File: src/rtl/mbus_arbiter_if.sv
// mbus interface: read address/data and write address/data/response channels.
// The master modport is the side that issues addresses; the slave modport
// is the side that accepts them and returns responses.
interface mbus_arbiter_if #(
    parameter int ADDR_WIDTH = 32,
    parameter int DATA_WIDTH = 32
);
    logic [ADDR_WIDTH-1:0]   ar_addr;
    logic                    ar_valid;
    logic                    ar_ready;
    logic [DATA_WIDTH-1:0]   r_data;
    logic                    r_valid;
    logic                    r_ready;
    logic [ADDR_WIDTH-1:0]   aw_addr;
    logic                    aw_valid;
    logic                    aw_ready;
    logic [DATA_WIDTH-1:0]   w_data;
    logic [DATA_WIDTH/8-1:0] w_strb;
    logic                    w_valid;
    logic                    b_resp;
    logic                    b_valid;
    logic                    b_ready;

    modport master (
        output ar_addr, ar_valid, r_ready,
        output aw_addr, aw_valid, w_data, w_strb, w_valid, b_ready,
        input  ar_ready, r_data, r_valid, aw_ready, b_resp, b_valid
    );

    modport slave (
        input  ar_addr, ar_valid, r_ready,
        input  aw_addr, aw_valid, w_data, w_strb, w_valid, b_ready,
        output ar_ready, r_data, r_valid, aw_ready, b_resp, b_valid
    );
endinterface

File: src/rtl/mbus_arbiter.sv
// Two-master mbus arbiter. Each address channel (AR and AW+W) has its own
// round-robin grant with a hold lock, and an order FIFO that remembers which
// master issued each accepted address so R and B responses are routed back.
// All paths are combinational; only pointer, lock and FIFO are registered.

// One arbitrated channel: request mux toward the bus, response demux back.
module mbus_arbiter_chan #(
    parameter int REQ_W   = 32,
    parameter int RSP_W   = 32,
    parameter int OT_BITS = 3
) (
    input  logic             clk,
    input  logic             reset_i,
    input  logic [1:0]       req_valid_i,
    input  logic [REQ_W-1:0] req_data0_i,
    input  logic [REQ_W-1:0] req_data1_i,
    output logic [1:0]       req_ready_o,
    output logic             bus_valid_o,
    output logic [REQ_W-1:0] bus_data_o,
    input  logic             bus_ready_i,
    input  logic             bus_rsp_valid_i,
    input  logic [RSP_W-1:0] bus_rsp_data_i,
    output logic             bus_rsp_ready_o,
    output logic [1:0]       rsp_valid_o,
    output logic [RSP_W-1:0] rsp_data0_o,
    output logic [RSP_W-1:0] rsp_data1_o,
    input  logic [1:0]       rsp_ready_i,
    output logic             orphan_o
);
    localparam int DEPTH = 1 << OT_BITS;
    localparam logic [OT_BITS:0] DEPTH_CNT = {1'b1, {OT_BITS{1'b0}}};

    logic               ptr_q, ptr_d;
    logic               lock_q, lock_d;
    logic               lock_idx_q, lock_idx_d;
    logic [DEPTH-1:0]   fifo_q;
    logic [OT_BITS-1:0] wr_ptr_q, wr_ptr_d;
    logic [OT_BITS-1:0] rd_ptr_q, rd_ptr_d;
    logic [OT_BITS:0]   cnt_q, cnt_d;

    logic empty, full, head;
    logic push, pop;
    logic gnt_valid, gnt_idx;

    assign empty = (cnt_q == '0);
    assign full  = (cnt_q == DEPTH_CNT);
    assign head  = fifo_q[rd_ptr_q];

    // Grant, request/response muxing and pointer/lock next state.
    always_comb begin
        // NOTE: every output of this block gets a default first, so no path
        // leaves a signal unassigned and no latch is inferred.
        req_ready_o     = '0;
        bus_valid_o     = 1'b0;
        bus_data_o      = '0;
        bus_rsp_ready_o = 1'b0;
        rsp_valid_o     = '0;
        rsp_data0_o     = '0;
        rsp_data1_o     = '0;
        orphan_o        = 1'b0;
        push            = 1'b0;
        pop             = 1'b0;
        gnt_valid       = 1'b0;
        gnt_idx         = 1'b0;
        ptr_d           = ptr_q;
        lock_d          = lock_q;
        lock_idx_d      = lock_idx_q;

        if (!reset_i) begin
            // Response side: FIFO head names the destination master.
            if (empty) begin
                orphan_o = bus_rsp_valid_i;
            end else begin
                bus_rsp_ready_o   = rsp_ready_i[head];
                rsp_valid_o[head] = bus_rsp_valid_i;
                if (head) rsp_data1_o = bus_rsp_data_i;
                else      rsp_data0_o = bus_rsp_data_i;
                pop = bus_rsp_valid_i && rsp_ready_i[head];
            end

            // Request side: a locked master keeps the bus until accepted.
            if (lock_q) begin
                gnt_idx   = lock_idx_q;
                gnt_valid = req_valid_i[lock_idx_q];
            end else begin
                gnt_idx   = (&req_valid_i) ? ptr_q : req_valid_i[1];
                gnt_valid = |req_valid_i;
            end

            // A pop in the same cycle frees the slot a full FIFO needs.
            if (full && !pop) gnt_valid = 1'b0;

            if (gnt_valid) begin
                bus_valid_o          = 1'b1;
                bus_data_o           = gnt_idx ? req_data1_i : req_data0_i;
                req_ready_o[gnt_idx] = bus_ready_i;
                push                 = bus_ready_i;
                lock_idx_d           = gnt_idx;
            end
            lock_d = gnt_valid && !bus_ready_i;
            if (push) ptr_d = ~gnt_idx;
        end
    end

    // FIFO pointer and occupancy next state.
    always_comb begin
        wr_ptr_d = push ? wr_ptr_q + OT_BITS'(1) : wr_ptr_q;
        rd_ptr_d = pop  ? rd_ptr_q + OT_BITS'(1) : rd_ptr_q;
        case ({push, pop})
            2'b10:   cnt_d = cnt_q + (OT_BITS+1)'(1);
            2'b01:   cnt_d = cnt_q - (OT_BITS+1)'(1);
            default: cnt_d = cnt_q;
        endcase
    end

    // Control state registers with asynchronous reset.
    always_ff @(posedge clk or posedge reset_i) begin
        // NOTE: sequential state uses non-blocking assignments so every
        // register samples the pre-edge values of the others.
        if (reset_i) begin
            ptr_q      <= 1'b0;
            lock_q     <= 1'b0;
            lock_idx_q <= 1'b0;
            wr_ptr_q   <= '0;
            rd_ptr_q   <= '0;
            cnt_q      <= '0;
        end else begin
            ptr_q      <= ptr_d;
            lock_q     <= lock_d;
            lock_idx_q <= lock_idx_d;
            wr_ptr_q   <= wr_ptr_d;
            rd_ptr_q   <= rd_ptr_d;
            cnt_q      <= cnt_d;
        end
    end

    // Order FIFO storage: records the granted master on each handshake.
    always_ff @(posedge clk) begin
        // NOTE: storage is deliberately not reset; entries are only read
        // when the count says they were written.
        if (push) fifo_q[wr_ptr_q] <= gnt_idx;
    end
endmodule

// Top: one channel instance for reads, one for writes, plus the orphan flag.
module mbus_arbiter #(
    parameter int ADDR_WIDTH = 32,
    parameter int DATA_WIDTH = 32,
    parameter int OT_BITS    = 3
) (
    input  logic           clk,
    input  logic           reset,
    mbus_arbiter_if.slave  m0,
    mbus_arbiter_if.slave  m1,
    mbus_arbiter_if.master mbus,
    output logic           err_orphan
);
    localparam int STRB_W = DATA_WIDTH / 8;
    localparam int AW_W   = ADDR_WIDTH + DATA_WIDTH + STRB_W;

    logic [1:0]            ar_ready, r_valid;
    logic [DATA_WIDTH-1:0] r_data0, r_data1;
    logic [1:0]            aw_ready, b_valid;
    logic                  b_resp0, b_resp1;
    logic [AW_W-1:0]       aw_bus;
    logic                  ar_orphan, b_orphan;
    logic                  err_q, err_d;

    mbus_arbiter_chan #(
        .REQ_W(ADDR_WIDTH), .RSP_W(DATA_WIDTH), .OT_BITS(OT_BITS)
    ) u_rd (
        .clk            (clk),
        .reset_i        (reset),
        .req_valid_i    ({m1.ar_valid, m0.ar_valid}),
        .req_data0_i    (m0.ar_addr),
        .req_data1_i    (m1.ar_addr),
        .req_ready_o    (ar_ready),
        .bus_valid_o    (mbus.ar_valid),
        .bus_data_o     (mbus.ar_addr),
        .bus_ready_i    (mbus.ar_ready),
        .bus_rsp_valid_i(mbus.r_valid),
        .bus_rsp_data_i (mbus.r_data),
        .bus_rsp_ready_o(mbus.r_ready),
        .rsp_valid_o    (r_valid),
        .rsp_data0_o    (r_data0),
        .rsp_data1_o    (r_data1),
        .rsp_ready_i    ({m1.r_ready, m0.r_ready}),
        .orphan_o       (ar_orphan)
    );

    mbus_arbiter_chan #(
        .REQ_W(AW_W), .RSP_W(1), .OT_BITS(OT_BITS)
    ) u_wr (
        .clk            (clk),
        .reset_i        (reset),
        .req_valid_i    ({m1.aw_valid, m0.aw_valid}),
        .req_data0_i    ({m0.aw_addr, m0.w_data, m0.w_strb}),
        .req_data1_i    ({m1.aw_addr, m1.w_data, m1.w_strb}),
        .req_ready_o    (aw_ready),
        .bus_valid_o    (mbus.aw_valid),
        .bus_data_o     (aw_bus),
        .bus_ready_i    (mbus.aw_ready),
        .bus_rsp_valid_i(mbus.b_valid),
        .bus_rsp_data_i (mbus.b_resp),
        .bus_rsp_ready_o(mbus.b_ready),
        .rsp_valid_o    (b_valid),
        .rsp_data0_o    (b_resp0),
        .rsp_data1_o    (b_resp1),
        .rsp_ready_i    ({m1.b_ready, m0.b_ready}),
        .orphan_o       (b_orphan)
    );

    assign m0.ar_ready = ar_ready[0];
    assign m1.ar_ready = ar_ready[1];
    assign m0.r_valid  = r_valid[0];
    assign m1.r_valid  = r_valid[1];
    assign m0.r_data   = r_data0;
    assign m1.r_data   = r_data1;
    assign m0.aw_ready = aw_ready[0];
    assign m1.aw_ready = aw_ready[1];
    assign m0.b_valid  = b_valid[0];
    assign m1.b_valid  = b_valid[1];
    assign m0.b_resp   = b_resp0;
    assign m1.b_resp   = b_resp1;

    // The W beat rides with its address, so it shares the AW valid.
    assign mbus.aw_addr = aw_bus[AW_W-1 -: ADDR_WIDTH];
    assign mbus.w_data  = aw_bus[STRB_W +: DATA_WIDTH];
    assign mbus.w_strb  = aw_bus[STRB_W-1:0];
    assign mbus.w_valid = mbus.aw_valid;

    // Sticky orphan-response flag, next state.
    always_comb begin
        err_d = err_q | ar_orphan | b_orphan;
    end

    // Sticky orphan-response flag register.
    always_ff @(posedge clk or posedge reset) begin
        if (reset) err_q <= 1'b0;
        else       err_q <= err_d;
    end

    assign err_orphan = err_q;
endmodule

File: src/flat_wrapper.sv
// flat-port wrapper written by rule: the top's interface ports become plain ports
module mbus_arbiter_flat 
#(
    parameter int ADDR_WIDTH = 32,
    parameter int DATA_WIDTH = 32,
    parameter int OT_BITS    = 3
)
  (clk, reset, err_orphan, m0_ar_addr, m0_ar_valid, m0_r_ready, m0_aw_addr, m0_aw_valid, m0_w_data, m0_w_strb, m0_w_valid, m0_b_ready, m0_ar_ready, m0_r_data, m0_r_valid, m0_aw_ready, m0_b_resp, m0_b_valid, m1_ar_addr, m1_ar_valid, m1_r_ready, m1_aw_addr, m1_aw_valid, m1_w_data, m1_w_strb, m1_w_valid, m1_b_ready, m1_ar_ready, m1_r_data, m1_r_valid, m1_aw_ready, m1_b_resp, m1_b_valid, mbus_ar_addr, mbus_ar_valid, mbus_r_ready, mbus_aw_addr, mbus_aw_valid, mbus_w_data, mbus_w_strb, mbus_w_valid, mbus_b_ready, mbus_ar_ready, mbus_r_data, mbus_r_valid, mbus_aw_ready, mbus_b_resp, mbus_b_valid);
  mbus_arbiter_if #(.ADDR_WIDTH(ADDR_WIDTH), .DATA_WIDTH(DATA_WIDTH)) m0_i ();
  mbus_arbiter_if #(.ADDR_WIDTH(ADDR_WIDTH), .DATA_WIDTH(DATA_WIDTH)) m1_i ();
  mbus_arbiter_if #(.ADDR_WIDTH(ADDR_WIDTH), .DATA_WIDTH(DATA_WIDTH)) mbus_i ();
  input  logic clk;
  input  logic reset;
  output logic err_orphan;
  input wire logic [$bits(m0_i.ar_addr)-1:0] m0_ar_addr;
  input wire logic [$bits(m0_i.ar_valid)-1:0] m0_ar_valid;
  input wire logic [$bits(m0_i.r_ready)-1:0] m0_r_ready;
  input wire logic [$bits(m0_i.aw_addr)-1:0] m0_aw_addr;
  input wire logic [$bits(m0_i.aw_valid)-1:0] m0_aw_valid;
  input wire logic [$bits(m0_i.w_data)-1:0] m0_w_data;
  input wire logic [$bits(m0_i.w_strb)-1:0] m0_w_strb;
  input wire logic [$bits(m0_i.w_valid)-1:0] m0_w_valid;
  input wire logic [$bits(m0_i.b_ready)-1:0] m0_b_ready;
  output wire logic [$bits(m0_i.ar_ready)-1:0] m0_ar_ready;
  output wire logic [$bits(m0_i.r_data)-1:0] m0_r_data;
  output wire logic [$bits(m0_i.r_valid)-1:0] m0_r_valid;
  output wire logic [$bits(m0_i.aw_ready)-1:0] m0_aw_ready;
  output wire logic [$bits(m0_i.b_resp)-1:0] m0_b_resp;
  output wire logic [$bits(m0_i.b_valid)-1:0] m0_b_valid;
  input wire logic [$bits(m1_i.ar_addr)-1:0] m1_ar_addr;
  input wire logic [$bits(m1_i.ar_valid)-1:0] m1_ar_valid;
  input wire logic [$bits(m1_i.r_ready)-1:0] m1_r_ready;
  input wire logic [$bits(m1_i.aw_addr)-1:0] m1_aw_addr;
  input wire logic [$bits(m1_i.aw_valid)-1:0] m1_aw_valid;
  input wire logic [$bits(m1_i.w_data)-1:0] m1_w_data;
  input wire logic [$bits(m1_i.w_strb)-1:0] m1_w_strb;
  input wire logic [$bits(m1_i.w_valid)-1:0] m1_w_valid;
  input wire logic [$bits(m1_i.b_ready)-1:0] m1_b_ready;
  output wire logic [$bits(m1_i.ar_ready)-1:0] m1_ar_ready;
  output wire logic [$bits(m1_i.r_data)-1:0] m1_r_data;
  output wire logic [$bits(m1_i.r_valid)-1:0] m1_r_valid;
  output wire logic [$bits(m1_i.aw_ready)-1:0] m1_aw_ready;
  output wire logic [$bits(m1_i.b_resp)-1:0] m1_b_resp;
  output wire logic [$bits(m1_i.b_valid)-1:0] m1_b_valid;
  output wire logic [$bits(mbus_i.ar_addr)-1:0] mbus_ar_addr;
  output wire logic [$bits(mbus_i.ar_valid)-1:0] mbus_ar_valid;
  output wire logic [$bits(mbus_i.r_ready)-1:0] mbus_r_ready;
  output wire logic [$bits(mbus_i.aw_addr)-1:0] mbus_aw_addr;
  output wire logic [$bits(mbus_i.aw_valid)-1:0] mbus_aw_valid;
  output wire logic [$bits(mbus_i.w_data)-1:0] mbus_w_data;
  output wire logic [$bits(mbus_i.w_strb)-1:0] mbus_w_strb;
  output wire logic [$bits(mbus_i.w_valid)-1:0] mbus_w_valid;
  output wire logic [$bits(mbus_i.b_ready)-1:0] mbus_b_ready;
  input wire logic [$bits(mbus_i.ar_ready)-1:0] mbus_ar_ready;
  input wire logic [$bits(mbus_i.r_data)-1:0] mbus_r_data;
  input wire logic [$bits(mbus_i.r_valid)-1:0] mbus_r_valid;
  input wire logic [$bits(mbus_i.aw_ready)-1:0] mbus_aw_ready;
  input wire logic [$bits(mbus_i.b_resp)-1:0] mbus_b_resp;
  input wire logic [$bits(mbus_i.b_valid)-1:0] mbus_b_valid;
  assign m0_i.ar_addr = m0_ar_addr;
  assign m0_i.ar_valid = m0_ar_valid;
  assign m0_i.r_ready = m0_r_ready;
  assign m0_i.aw_addr = m0_aw_addr;
  assign m0_i.aw_valid = m0_aw_valid;
  assign m0_i.w_data = m0_w_data;
  assign m0_i.w_strb = m0_w_strb;
  assign m0_i.w_valid = m0_w_valid;
  assign m0_i.b_ready = m0_b_ready;
  assign m0_ar_ready = m0_i.ar_ready;
  assign m0_r_data = m0_i.r_data;
  assign m0_r_valid = m0_i.r_valid;
  assign m0_aw_ready = m0_i.aw_ready;
  assign m0_b_resp = m0_i.b_resp;
  assign m0_b_valid = m0_i.b_valid;
  assign m1_i.ar_addr = m1_ar_addr;
  assign m1_i.ar_valid = m1_ar_valid;
  assign m1_i.r_ready = m1_r_ready;
  assign m1_i.aw_addr = m1_aw_addr;
  assign m1_i.aw_valid = m1_aw_valid;
  assign m1_i.w_data = m1_w_data;
  assign m1_i.w_strb = m1_w_strb;
  assign m1_i.w_valid = m1_w_valid;
  assign m1_i.b_ready = m1_b_ready;
  assign m1_ar_ready = m1_i.ar_ready;
  assign m1_r_data = m1_i.r_data;
  assign m1_r_valid = m1_i.r_valid;
  assign m1_aw_ready = m1_i.aw_ready;
  assign m1_b_resp = m1_i.b_resp;
  assign m1_b_valid = m1_i.b_valid;
  assign mbus_ar_addr = mbus_i.ar_addr;
  assign mbus_ar_valid = mbus_i.ar_valid;
  assign mbus_r_ready = mbus_i.r_ready;
  assign mbus_aw_addr = mbus_i.aw_addr;
  assign mbus_aw_valid = mbus_i.aw_valid;
  assign mbus_w_data = mbus_i.w_data;
  assign mbus_w_strb = mbus_i.w_strb;
  assign mbus_w_valid = mbus_i.w_valid;
  assign mbus_b_ready = mbus_i.b_ready;
  assign mbus_i.ar_ready = mbus_ar_ready;
  assign mbus_i.r_data = mbus_r_data;
  assign mbus_i.r_valid = mbus_r_valid;
  assign mbus_i.aw_ready = mbus_aw_ready;
  assign mbus_i.b_resp = mbus_b_resp;
  assign mbus_i.b_valid = mbus_b_valid;
  mbus_arbiter #(.ADDR_WIDTH(ADDR_WIDTH), .DATA_WIDTH(DATA_WIDTH), .OT_BITS(OT_BITS)) u_core (.clk(clk), .reset(reset), .m0(m0_i), .m1(m1_i), .mbus(mbus_i), .err_orphan(err_orphan));
endmodule
File: config.mk
export PLATFORM = sky130hd
export DESIGN_NAME = mbus_arbiter_flat
export DESIGN_NICKNAME = d
export VERILOG_FILES = /design/src/rtl/mbus_arbiter_if.sv /design/src/rtl/mbus_arbiter.sv /design/src/flat_wrapper.sv
export SDC_FILE = /design/constraint.sdc
export NUM_CORES = 1
export LEC_CHECK = 0
export BUFFER_PORTS_ARGS = -buffer_cell sky130_fd_sc_hd__buf_2
export CAP_MARGIN = 15
export CORE_AREA = 2 2 167 169
export CTS_CLUSTER_DIAMETER = 50
export DETAILED_ROUTE_END_ITERATION = 7
export DIE_AREA = 0 0 169 171
export GPL_ROUTABILITY_DRIVEN = 0
export GPL_TIMING_DRIVEN = 0
export PLACE_DENSITY = 0.46
export SETUP_SLACK_MARGIN = 0.02
export SYNTH_ARGS = -nofsm -noshare
export SYNTH_HDL_FRONTEND = slang
export SYNTH_SLANG_ARGS = --single-unit
export TNS_END_PERCENT = 5
File: constraint.sdc
create_clock -name clk -period 3.5 [get_ports clk]
set_input_delay 0.7 -clock clk [delete_from_list [all_inputs] [get_ports clk]]
set_output_delay 0.7 -clock clk [all_outputs]
set_load 0.1 [all_outputs]
==> results of run 1 <==
==> cell families after synthesis <==
kind of cell,after synthesis,share of synthesized area [%]
compound gates,122,16.57
xor+xnor,18,3.562
fa+ha+maj,10,2.827
buf+inv,63,6.277
flops,43,26.12
mux,22,6.870
simple gates,354,37.77
==> sequential cells by signal, indices dropped and copies added, names as in the netlist <==
| register | cells |
|---|---|
| u_core.u_wr.ptr_q | 1 |
| u_core.u_rd.lock_idx_q | 1 |
| u_core.u_wr.cnt_q | 4 |
| u_core.u_wr.lock_q | 1 |
| u_core.u_wr.wr_ptr_q | 3 |
| u_core.u_rd.lock_q | 1 |
| u_core.u_wr.lock_idx_q | 1 |
| u_core.u_rd.fifo_q | 8 |
| u_core.u_rd.ptr_q | 1 |
| u_core.u_rd.rd_ptr_q | 3 |
| u_core.u_rd.wr_ptr_q | 3 |
| u_core.err_orphan | 1 |
| u_core.u_wr.rd_ptr_q | 3 |
| u_core.u_wr.fifo_q | 8 |
| u_core.u_rd.cnt_q | 4 |
==> worst max-delay path: stages <==
cell      delay (ps)
buf_2             90
inv_1             90
a211o_1          120
and2_1           120
clkbuf_1         360
clkbuf_1         510
nand2_1          150
a21oi_1          270
buf_6            270
==> what timing repair did <==
item	4_1_cts	5_1_grt
setup endpoints to repair	150	95
setup buffers	2	3
hold buffers	0	0
gates resized for setup	86	22
==> Yosys cell counts, drive strengths merged, types with 2 or more instances <==
cell type / number / area [sq um]
mux2i: 7 / 90.09
a21bo: 2 / 20.02
and4: 3 / 32.53
nand4: 2 / 12.51
nand3: 7 / 35.03
ha: 10 / 125.1
nand3b: 3 / 22.52
nor2: 25 / 126.4
nand2: 225 / 844.6
nor3b: 3 / 22.52
buf: 14 / 93.84
xor2: 11 / 96.34
o21ai: 4 / 20.02
a21oi: 103 / 586.8
dfrtp: 27 / 675.7
mux2: 11 / 123.9
and2: 2 / 12.51
edfxtp: 16 / 480.5
nor4: 7 / 50.05
inv: 10 / 37.54
clkbuf: 39 / 146.4
mux4: 4 / 90.09
o21a: 3 / 22.52
a221oi: 2 / 17.52
xnor2: 7 / 61.31
nor3: 8 / 40.04
a211o: 2 / 17.52
nor4b: 7 / 73.82
and3: 59 / 369.1
==> metrics by stage <==
step,cell area (sq um),hold WS (ps),setup WS [ps]
CTS,7430,477.8,20.36
global placement,7007,457.9,-347.7
global route,7513,486.4,-23.35
floorplan,4442,480.3,-529.7
finish,7513,478.1,106.6
detailed placement,7039,459.4,-364.7
==> worst max path at each step <==
stage,start,end,slack (ps),cells past startpoint
after global routing,m1_aw_valid,mbus_aw_addr[29],-20,9
after floorplan,m0_aw_valid,mbus_aw_addr[22],-530,7
final,m1_aw_valid,mbus_aw_addr[29],110,9
after global placement,m0_aw_valid,mbus_aw_addr[7],-350,9
after detailed placement,m0_aw_valid,mbus_aw_addr[7],-360,9
after CTS,u_core.u_wr.rd_ptr_q[0]$_DFFE_PP0P_,mbus_aw_addr[7],20,8
==> metal layers <==
metal  vias to the layer above  part of all wire (%)  wire length, um
met5                         -                 0.061               13
met3                        18                   7.7             1633
met4                         2                   2.2              473
li1                       3045                     -                -
met1                      2710                    40             8476
met2                       291                    50            10710
==> layout make-up <==
| type | instances | area, sq um | area share, % |
|---|---|---|---|
| sequential | 43 | 1159 | 15.42 |
| clock buffer | 6 | 128.9 | 1.715 |
| timing repair buffer | 433 | 2444 | 32.52 |
| buffer | 53 | 241.5 | 3.214 |
| inverter | 10 | 37.54 | 0.4996 |
| multi-input combinational | 526 | 3058 | 40.70 |
| clock inverter | 2 | 12.51 | 0.1665 |
| tap | 346 | 432.9 | 5.762 |
==> results by group, run 1 <==
GRT
  • Global routing usage on met3: 3.262%
  • GRT overflow: 0
  • Antenna violations before repair: 1
  • Most crowded layer after global routing: met2
  • Met2 capacity usage during global routing: around 25%
  • Global-route wire length before repair: slightly above 30000 um
  • Via count of the first global-routing pass: ~5700
  • Met1 track demand over resource: roughly 16%
  • Pin count of the biggest net entering global routing: 21
  • Total global-route track usage: 13.53%

Critical path
  • Required time at the endpoint of the critical path: 2800 ps
  • Critical Setup Path Class: input port to primary output
  • R2R depth: 10
  • Sort of element at the end of the critical path: primary output
  • FF-to-FF Start: u_core.u_rd.rd_ptr_q[0]$_DFFE_PP0P_
  • Flop-to-flop setup slack: 300 ps
  • Arrival time at the worst endpoint: 2690 ps
  • Endpoint of the worst register-to-register path: u_core.u_rd.cnt_q[3]$_DFFE_PP0P_
  • Type of origin of the critical path: input port
  • CP max FO: 10

Detailed routing
  • DRT Wirelength: 21310 um
  • Number of detailed-route iterations in the first pass: 5
  • Post-detailed-route via-to-cell ratio: 4.275
  • Vias after detailed routing: 6066
  • Detail Route Antenna Nets: 0
  • Per-cell routed wire length: 15.02 um
  • Starting DRT DRC Count: 222
  • DR DRC count: 0

Yosys
  • Cell area after synthesis: 4425 sq um
  • Number of flops mapped to enable cells by yosys: 16
  • Warnings, synthesis: 0
  • Fraction of the yosys area taken by sequential cells: 26.12%
  • Fraction of registers with async set/reset: 62.79%
  • Leading register cell type out of synthesis: dfrtp_1
  • Syn nets: 891
  • Synth Area per Inst: between 7 and 8 sq um
  • Post-synthesis instance total: between 600 and 700
  • Post-synth cell types: 52
  • Number of register bits inferred by synthesis: 43

Clocking
  • CTS clk-pin slew, worst paths: 60 ps
  • Root Buffer Master: clkbuf_16
  • Buffer depth of the longest clock path: 2
  • Number of clock buffers inserted by TritonCTS: 5
  • Clock tree from TritonCTS: built
  • Skew-Pair Late Insertion Delay: ~280 ps
  • Clock Sinks: 43
  • Level count of the clock H-tree: 2

Finish
  • Share of layout cells above drive strength 1: 47.44%
  • Growth of design area from synthesis to finish: 69.78%
  • Most frequent cells in the layout: buf_2 (350), nand2_1 (225), a21oi_1 (81)
  • Finished Core Util: between 20% and 30%
  • Number of diodes: 0
  • Most frequent standard cell in the layout excluding fill and tap cells: buf_2
  • Layout filler cell count: 3086
  • Non-filler instance count after layout: 1419
  • Layout net count: 1331

Floorplanning
  • Floorplan core area: 27320 sq um
  • FP Rows: 61
  • Die Wd: 169 um
  • Die Y: 171 um
  • Top-level I/O count: 429
  • Initial standard-cell utilization of the core: between 15 and 20%
  • Die Area: 28900 sq um

Placed design
  • Cells after DPL: 1406
  • Port-buffer cells: 426
  • Half-perimeter wire length after detailed placement: between 15000 and 20000 um

STA
  • Setup total negative slack: 0 ps
  • Final clock skew: 5.031 ps
  • Fin crit period: 3393 ps
  • Unrepaired setup endpoints after global routing: yes
  • Final period util: a little over nine tenths
  • Total count of max-transition violations in the final report: 0
  • # setup viols final: 0
  • Least-Margin Pin Slew: roughly 850 ps
  • Relative max-transition margin: 43.10%
  • Achievable frequency: 294.7 MHz
  • Final Hold Viols: 0

Min path
  • Worst min path class: flop to flop
  • Endpoint of the worst hold path: u_core.err_orphan$_DFF_PP0_
  • Hold path depth: 1
  • Startpoint of the most critical hold path: u_core.err_orphan$_DFF_PP0_

Run
  • Max capacitance violation total: 0

Status
  • Outcome: finished, final reports clean
Power of run 1 is left out: the tool's default activity adds up to more than one toggle a clock period on the data nets, which glitch-free logic cannot reach.
==> run 2, diff against run 1 <==
==> constraint.sdc (replaced) <==
create_clock -name clk -period 3.9 [get_ports clk]
set_input_delay 0.78 -clock clk [delete_from_list [all_inputs] [get_ports clk]]
set_output_delay 0.78 -clock clk [all_outputs]
set_load 0.1 [all_outputs]
==> run 2 against run 1 <==
Highest routed layer is now met4. Utilization is 0.79 points lower. Setup slack better by 140 ps. Clock skew is 2.6 ps higher. Register-to-register slack better by 400 ps. Flip-flop and latch count stayed put. Cell count is 0.28% lower. Die area stayed put. Count of clock-buffer cells in the layout is 1 lower. Critical path depth stayed put. Final area is 2.9% lower. Global-route usage is 0.11 points lower.
==> results by group, run 2 (synthesized netlist as in run 1, its figures left out) <==
Status
  • Outcome: finished, final reports clean

GRT
  • Pin count of the biggest net entering global routing: 21 (unchanged)
  • GRT overflow: 0 (unchanged)
  • Met1 track demand over resource: 15.60% (+0.075 points)
  • Total global-route track usage: 13.42% (-0.11 points)
  • Antenna violations before repair: 0 (-1)
  • Global routing usage on met3: 3.146% (-0.12 points)
  • Global-route wire length before repair: 30810 um (-0.58%)
  • Most crowded layer after global routing: met2
  • Met2 capacity usage during global routing: 24.31% (-0.77 points)
  • Via count of the first global-routing pass: 5649 (-0.81%)

Clocking
  • Clock Sinks: 43 (unchanged)
  • Root Buffer Master: clkbuf_16
  • Count of hold-fix buffers inserted at cts: 0 (unchanged)
  • Buffer depth of the longest clock path: 2 (unchanged)
  • CTS clk-pin slew, worst paths: 70 ps (about the same)
  • Skew-Pair Late Insertion Delay: 290 ps (about the same)
  • Number of clock buffers inserted by TritonCTS: 5 (unchanged)
  • Clock tree from TritonCTS: built
  • Level count of the clock H-tree: 2 (unchanged)

Floorplanning
  • Floorplan core area: 27320 sq um (unchanged)
  • FP Rows: 61 (unchanged)
  • Initial standard-cell utilization of the core: 16.20% (unchanged)
  • Die Y: 171 um (unchanged)
  • Die Area: 28900 sq um (unchanged)
  • Die Wd: 169 um (unchanged)
  • Top-level I/O count: 429 (unchanged)

STA
  • WHS: 487.2 ps (+9.109 ps)
  • Final period util: 93.58%
  • Final Hold Viols: 0 (unchanged)
  • Least-Margin Pin Slew: 679.2 ps (-166.4 ps)
  • Unrepaired setup endpoints after global routing: no
  • Final clock skew: 7.658 ps (+2.627 ps)
  • Fin crit period: ~3600 ps
  • Achievable frequency: 274.0 MHz
  • Total count of max-transition violations in the final report: 0 (unchanged)
  • Relative max-transition margin: 54.72% (+12 points)
  • Smallest setup slack after layout: 250.3 ps (+143.7 ps)
  • # setup viols final: 0 (unchanged)

Finish
  • Growth of design area from synthesis to finish: 64.91%
  • Layout net count: 1327 (-0.30%)
  • Most frequent cells in the layout: buf_2 (403), nand2_1 (225), a21oi_1 (84)
  • Biggest regs: u_core.u_rd.fifo_q (8), u_core.u_wr.fifo_q (8)
  • Most frequent standard cell in the layout excluding fill and tap cells: buf_2
  • Number of diodes: 0 (unchanged)
  • Share of layout cells above drive strength 1: 46.40% (-1.0 points)
  • Finished Core Util: 26.71% (-0.79 points)

Detailed routing
  • Post-detailed-route via-to-cell ratio: 4.230 (-1.1%)
  • Number of detailed-route iterations in the first pass: 4 (-1)
  • Vias after detailed routing: 5985 (-1.3%)
  • Detail Route Antenna Nets: 0 (unchanged)
  • Per-cell routed wire length: 14.82 um (-1.3%)
  • DRT Wirelength: 20970 um (-1.6%)
  • DR DRC count: 0 (unchanged)
  • Starting DRT DRC Count: 187 (-16%)

Critical path
  • Maximum single-stage delay on the critical path: 520 ps (about the same)
  • CP max FO: 10 (unchanged)
  • Type of origin of the critical path: input port
  • Crit path max-delay cell type: a221oi_1
  • Arrival time at the worst endpoint: 2870 ps (+180 ps)
  • Family of cells with the greatest summed delay on the critical path: buffers and inverters
  • Cell chain of the critical path: buf_2 -> a21bo_2 -> a221oi_1 -> and3_1 -> a31oi_2 -> buf_6 -> buf_6 -> a21oi_2 -> buf_2
  • Critical path buffer and inverter count: 4 (-1)
  • Required time at the endpoint of the critical path: 3120 ps (+320 ps)
  • Critical Setup Path Class: input port to primary output
  • Sort of element at the end of the critical path: primary output

Min path
  • Worst min path class: flop to flop

Placed design
  • Half-perimeter wire length after detailed placement: 17780 um (+0.16%)
  • Port-buffer cells: 426 (unchanged)
  • Dpl ws: -11.60 ps (+353.1 ps)

Run
  • Max capacitance violation total: 0 (unchanged)
[run 2: layout make-up]
class	instances	area, sq um
fillers	3076	20030
clock inverters	3	38.79
inverters	10	37.54
repair buffers	429	2247
flip-flops and latches	43	1156
clock buffers	5	125.1
plain buffers	53	240.2
well taps	346	432.9
multi-input cells	526	3020
[run 2: what timing repair did]
action	4_1_cts	5_1_grt
setup buffers	0	1
endpoints found under the setup margin	28	76
hold endpoints to repair	0	0
gates resized for setup	28	5
pin swaps	0	0
[run 2: per-layer routing]
| layer | share of wire, % | wire length (um) |
|---|---|---|
| met1 | 41 | 8532 |
| met2 | 49 | 10250 |
| met3 | 7.3 | 1538 |
| met4 | 3.1 | 648 |
| met5 | 0 | 0 |
[run 2: path summary, 6_finish.rpt]
path / start / end / slack (ps) / depth (start not counted)
max: m0_ar_valid / mbus_ar_addr[25] / 250 / 9
min: u_core.err_orphan$_DFF_PP0_ / u_core.err_orphan$_DFF_PP0_ / 490 / 1
max reg2reg: u_core.u_rd.rd_ptr_q[0]$_DFFE_PP0P_ / u_core.u_rd.cnt_q[3]$_DFFE_PP0P_ / 700 / 10
min reg2reg: u_core.err_orphan$_DFF_PP0_ / u_core.err_orphan$_DFF_PP0_ / 490 / 1
max in group asynchronous: reset / u_core.u_rd.cnt_q[2]$_DFFE_PP0P_ / 2780 / 3
min in group asynchronous: reset / u_core.u_wr.lock_q$_DFFE_PP0N_ / 630 / 2
[run 2: stage by stage]
stage,TNS (ps),std cells,instance area [sq um]
final,0,1415,7298
after global routing,0,1415,7298
after CTS,0,1414,7268
after detailed placement,-11.60,1406,7034
after global placement,-9.664,1404,7002
after floorplan,-19870,632,4437
Power of run 2 is left out for the same reason.
==> run 3, diff against run 2 <==
--- a/config.mk
+++ b/config.mk
@@ -7,13 +7,14 @@
 export LEC_CHECK = 0
 export BUFFER_PORTS_ARGS = -buffer_cell sky130_fd_sc_hd__buf_2
 export CAP_MARGIN = 15
-export CORE_AREA = 2 2 167 169
+export CORE_AREA = 2 2 169 171
 export CTS_CLUSTER_DIAMETER = 50
 export DETAILED_ROUTE_END_ITERATION = 7
-export DIE_AREA = 0 0 169 171
+export DIE_AREA = 0 0 171 173
 export GPL_ROUTABILITY_DRIVEN = 0
 export GPL_TIMING_DRIVEN = 0
-export PLACE_DENSITY = 0.46
+export PLACE_DENSITY = 0.45
+export REMOVE_ABC_BUFFERS = 1
 export SETUP_SLACK_MARGIN = 0.02
 export SYNTH_ARGS = -nofsm -noshare
 export SYNTH_HDL_FRONTEND = slang
==> run 3 against run 2 <==
Hold slack got worse by 10 ps. Non-clock buffer count decreased by 45. Via count decreased by 1.2%. Count of clock-buffer cells in the layout increased by 1. Final area decreased by 1.1%. Maximum frequency decreased by 1.7%. First-iteration DRC count increased by 30%. Setup slack got worse by 63 ps. Register-to-register slack got worse by 120 ps. Cell count decreased by 0.78%. Utilization decreased by 0.59 points. Flip-flop and latch count unchanged.
==> results by group, run 3 (synthesized netlist as in run 1, its figures left out) <==
Critical path
  • Family of cells with the greatest summed delay on the critical path: compound AO/OA/AOI/OAI gates
  • Type of origin of the critical path: input port
  • Most repeated library cell on the critical path: buf_2
  • CP max FO: 38 (+28)
  • Critical path buffer and inverter count: 2 (-2)
  • Maximum single-stage delay on the critical path: 550 ps (+30 ps)
  • Cell chain of the critical path: buf_2 -> a21bo_1 -> a221oi_2 -> nand2_1 -> o21a_2 -> a21oi_1 -> buf_2
  • Sort of element at the end of the critical path: primary output
  • Required time at the endpoint of the critical path: 3120 ps (about the same)
  • Arrival time at the worst endpoint: 2930 ps (+60 ps)
  • Crit path max-delay cell type: o21a_2
  • Critical Setup Path Class: input port to primary output

Floorplanning
  • Die Y: 173 um (+1.2%)
  • Initial standard-cell utilization of the core: 16.02% (-0.18 points)
  • Top-level I/O count: 429 (unchanged)
  • Die Wd: 171 um (+1.2%)
  • Floorplan core area: 27630 sq um (+1.1%)
  • FP Rows: 61 (unchanged)
  • Die Area: 29580 sq um (+2.4%)

STA
  • Fin crit period: 3713 ps (+63.05 ps)
  • Final clock skew: 1.627 ps (-6.031 ps)
  • Total count of max-transition violations in the final report: 0 (unchanged)
  • Unrepaired setup endpoints after global routing: no
  • # setup viols final: 0 (unchanged)
  • Final Hold Viols: 0 (unchanged)
  • Achievable frequency: 269.3 MHz (-1.7%)
  • Relative max-transition margin: 37.69% (-17 points)
  • Least-Margin Pin Slew: 932.4 ps (+253.1 ps)
  • Final period util: 95.20% (+1.6 points)

Clocking
  • Level count of the clock H-tree: 2 (unchanged)
  • Root Buffer Master: clkbuf_16
  • CTS clk-pin slew, worst paths: 60 ps (about the same)
  • Buffer depth of the longest clock path: 2 (unchanged)
  • Skew-Pair Late Insertion Delay: 280 ps (about the same)
  • Number of clock buffers inserted by TritonCTS: 5 (unchanged)
  • Clock Sinks: 43 (unchanged)
  • Count of hold-fix buffers inserted at cts: 0 (unchanged)
  • Clock tree from TritonCTS: built

GRT
  • Total global-route track usage: 13.15% (-0.27 points)
  • Antenna violations before repair: 4 (+4)
  • Via count of the first global-routing pass: 5328 (-5.7%)
  • Global-route wire length before repair: 30620 um (-0.63%)
  • Pin count of the biggest net entering global routing: 78 (+270%)
  • GRT overflow: 0 (unchanged)

Detailed routing
  • Per-cell routed wire length: 15.30 um (+3.2%)
  • Starting DRT DRC Count: 243 (+30%)
  • Post-detailed-route via-to-cell ratio: 4.211 (-0.45%)
  • DRT Wirelength: 21480 um (+2.4%)
  • DR DRC count: 0 (unchanged)
  • Vias after detailed routing: 5912 (-1.2%)
  • Number of detailed-route iterations in the first pass: 4 (unchanged)
  • Detail Route Antenna Nets: 0 (unchanged)

Finish
  • Number of diodes: 0 (unchanged)
  • Most frequent standard cell in the layout excluding fill and tap cells: buf_2
  • Layout net count: 1284 (-3.2%)
  • Final non-filler cell area: 7217 sq um (-1.1%)
  • Biggest regs: u_core.u_rd.fifo_q (8), u_core.u_wr.fifo_q (8)
  • Most frequent cells in the layout: buf_2 (419), nand2_1 (224), a21oi_1 (83)
  • Non-filler instance count after layout: 1404 (-0.78%)
  • Share of layout cells above drive strength 1: 48.54% (+2.1 points)
  • Finished Core Util: 26.12% (-0.59 points)
  • Growth of design area from synthesis to finish: 63.08%

Status
  • Outcome: finished, final reports clean

Placed design
  • Area of placed instances: 6942 sq um (-1.3%)
  • Half-perimeter wire length after detailed placement: 17020 um (-4.2%)
  • Cells after DPL: 1388 (-1.3%)
  • Port-buffer cells: 426 (unchanged)

Min path
  • Worst min path class: flop to flop

Run
  • Max capacitance violation total: 0 (unchanged)
## run 3: cell count changes in the layout (fill, tap and decap cells not counted), moves of 2 or more
cell      delta
buf_2       +16
buf_6        -4
buf_12       +3
buf_4       -22
clkbuf_4     +2
clkbuf_1    -39
buf_16       +2
buf_1        -3
## run 3: stage by stage
step	hold slack, ps	setup slack, ps	TNS (ps)
after detailed placement	469.7	-173.3	-618.0
final	477.0	187.2	0
after floorplan	480.3	-847.7	-81780
after CTS	487.5	21.54	0
after global placement	459.3	-1256	-135520
after global routing	516.0	5.312	0
## run 3: path summary, 6_finish.rpt
check	from	to	slack (ps)	cells after the start
min in group asynchronous	reset	u_core.u_wr.wr_ptr_q[1]$_DFFE_PP0P_	750	2
max	m0_aw_valid	mbus_aw_addr[18]	190	7
min reg2reg	u_core.err_orphan$_DFF_PP0_	u_core.err_orphan$_DFF_PP0_	480	1
max in group asynchronous	reset	u_core.u_wr.cnt_q[3]$_DFFE_PP0P_	2660	3
max reg2reg	u_core.u_rd.rd_ptr_q[0]$_DFFE_PP0P_	u_core.u_rd.cnt_q[3]$_DFFE_PP0P_	580	9
min	u_core.err_orphan$_DFF_PP0_	u_core.err_orphan$_DFF_PP0_	480	1
## run 3: repair_timing
| item | in CTS | in global routing |
|---|---|---|
| gates resized for setup | 4 | 7 |
| pin swaps | 1 | 1 |
| gates cloned | 1 | 1 |
| setup endpoints to repair | 36 | 45 |
| setup buffers | 3 | 2 |
## run 3: per-layer routing
layer / routed length [um] / GRT usage, % / share of wire [%]
met1: 8755 / 15.40 / 41
met2: 10860 / 24.48 / 51
met3: 1431 / 2.197 / 6.7
met4: 383 / 3.319 / 1.8
met5: 45 / 0 / 0.21
## run 3: area by class of cell
| type | count | area (sq um) |
|---|---|---|
| multi-input cells | 528 | 3070 |
| inverters | 10 | 37.54 |
| fillers | 3154 | 20410 |
| repair buffers | 437 | 2330 |
| clock inverters | 2 | 11.26 |
| clock buffers | 6 | 138.9 |
| well taps | 378 | 473.0 |
| flip-flops and latches | 43 | 1156 |
Power of run 3 is left out for the same reason.
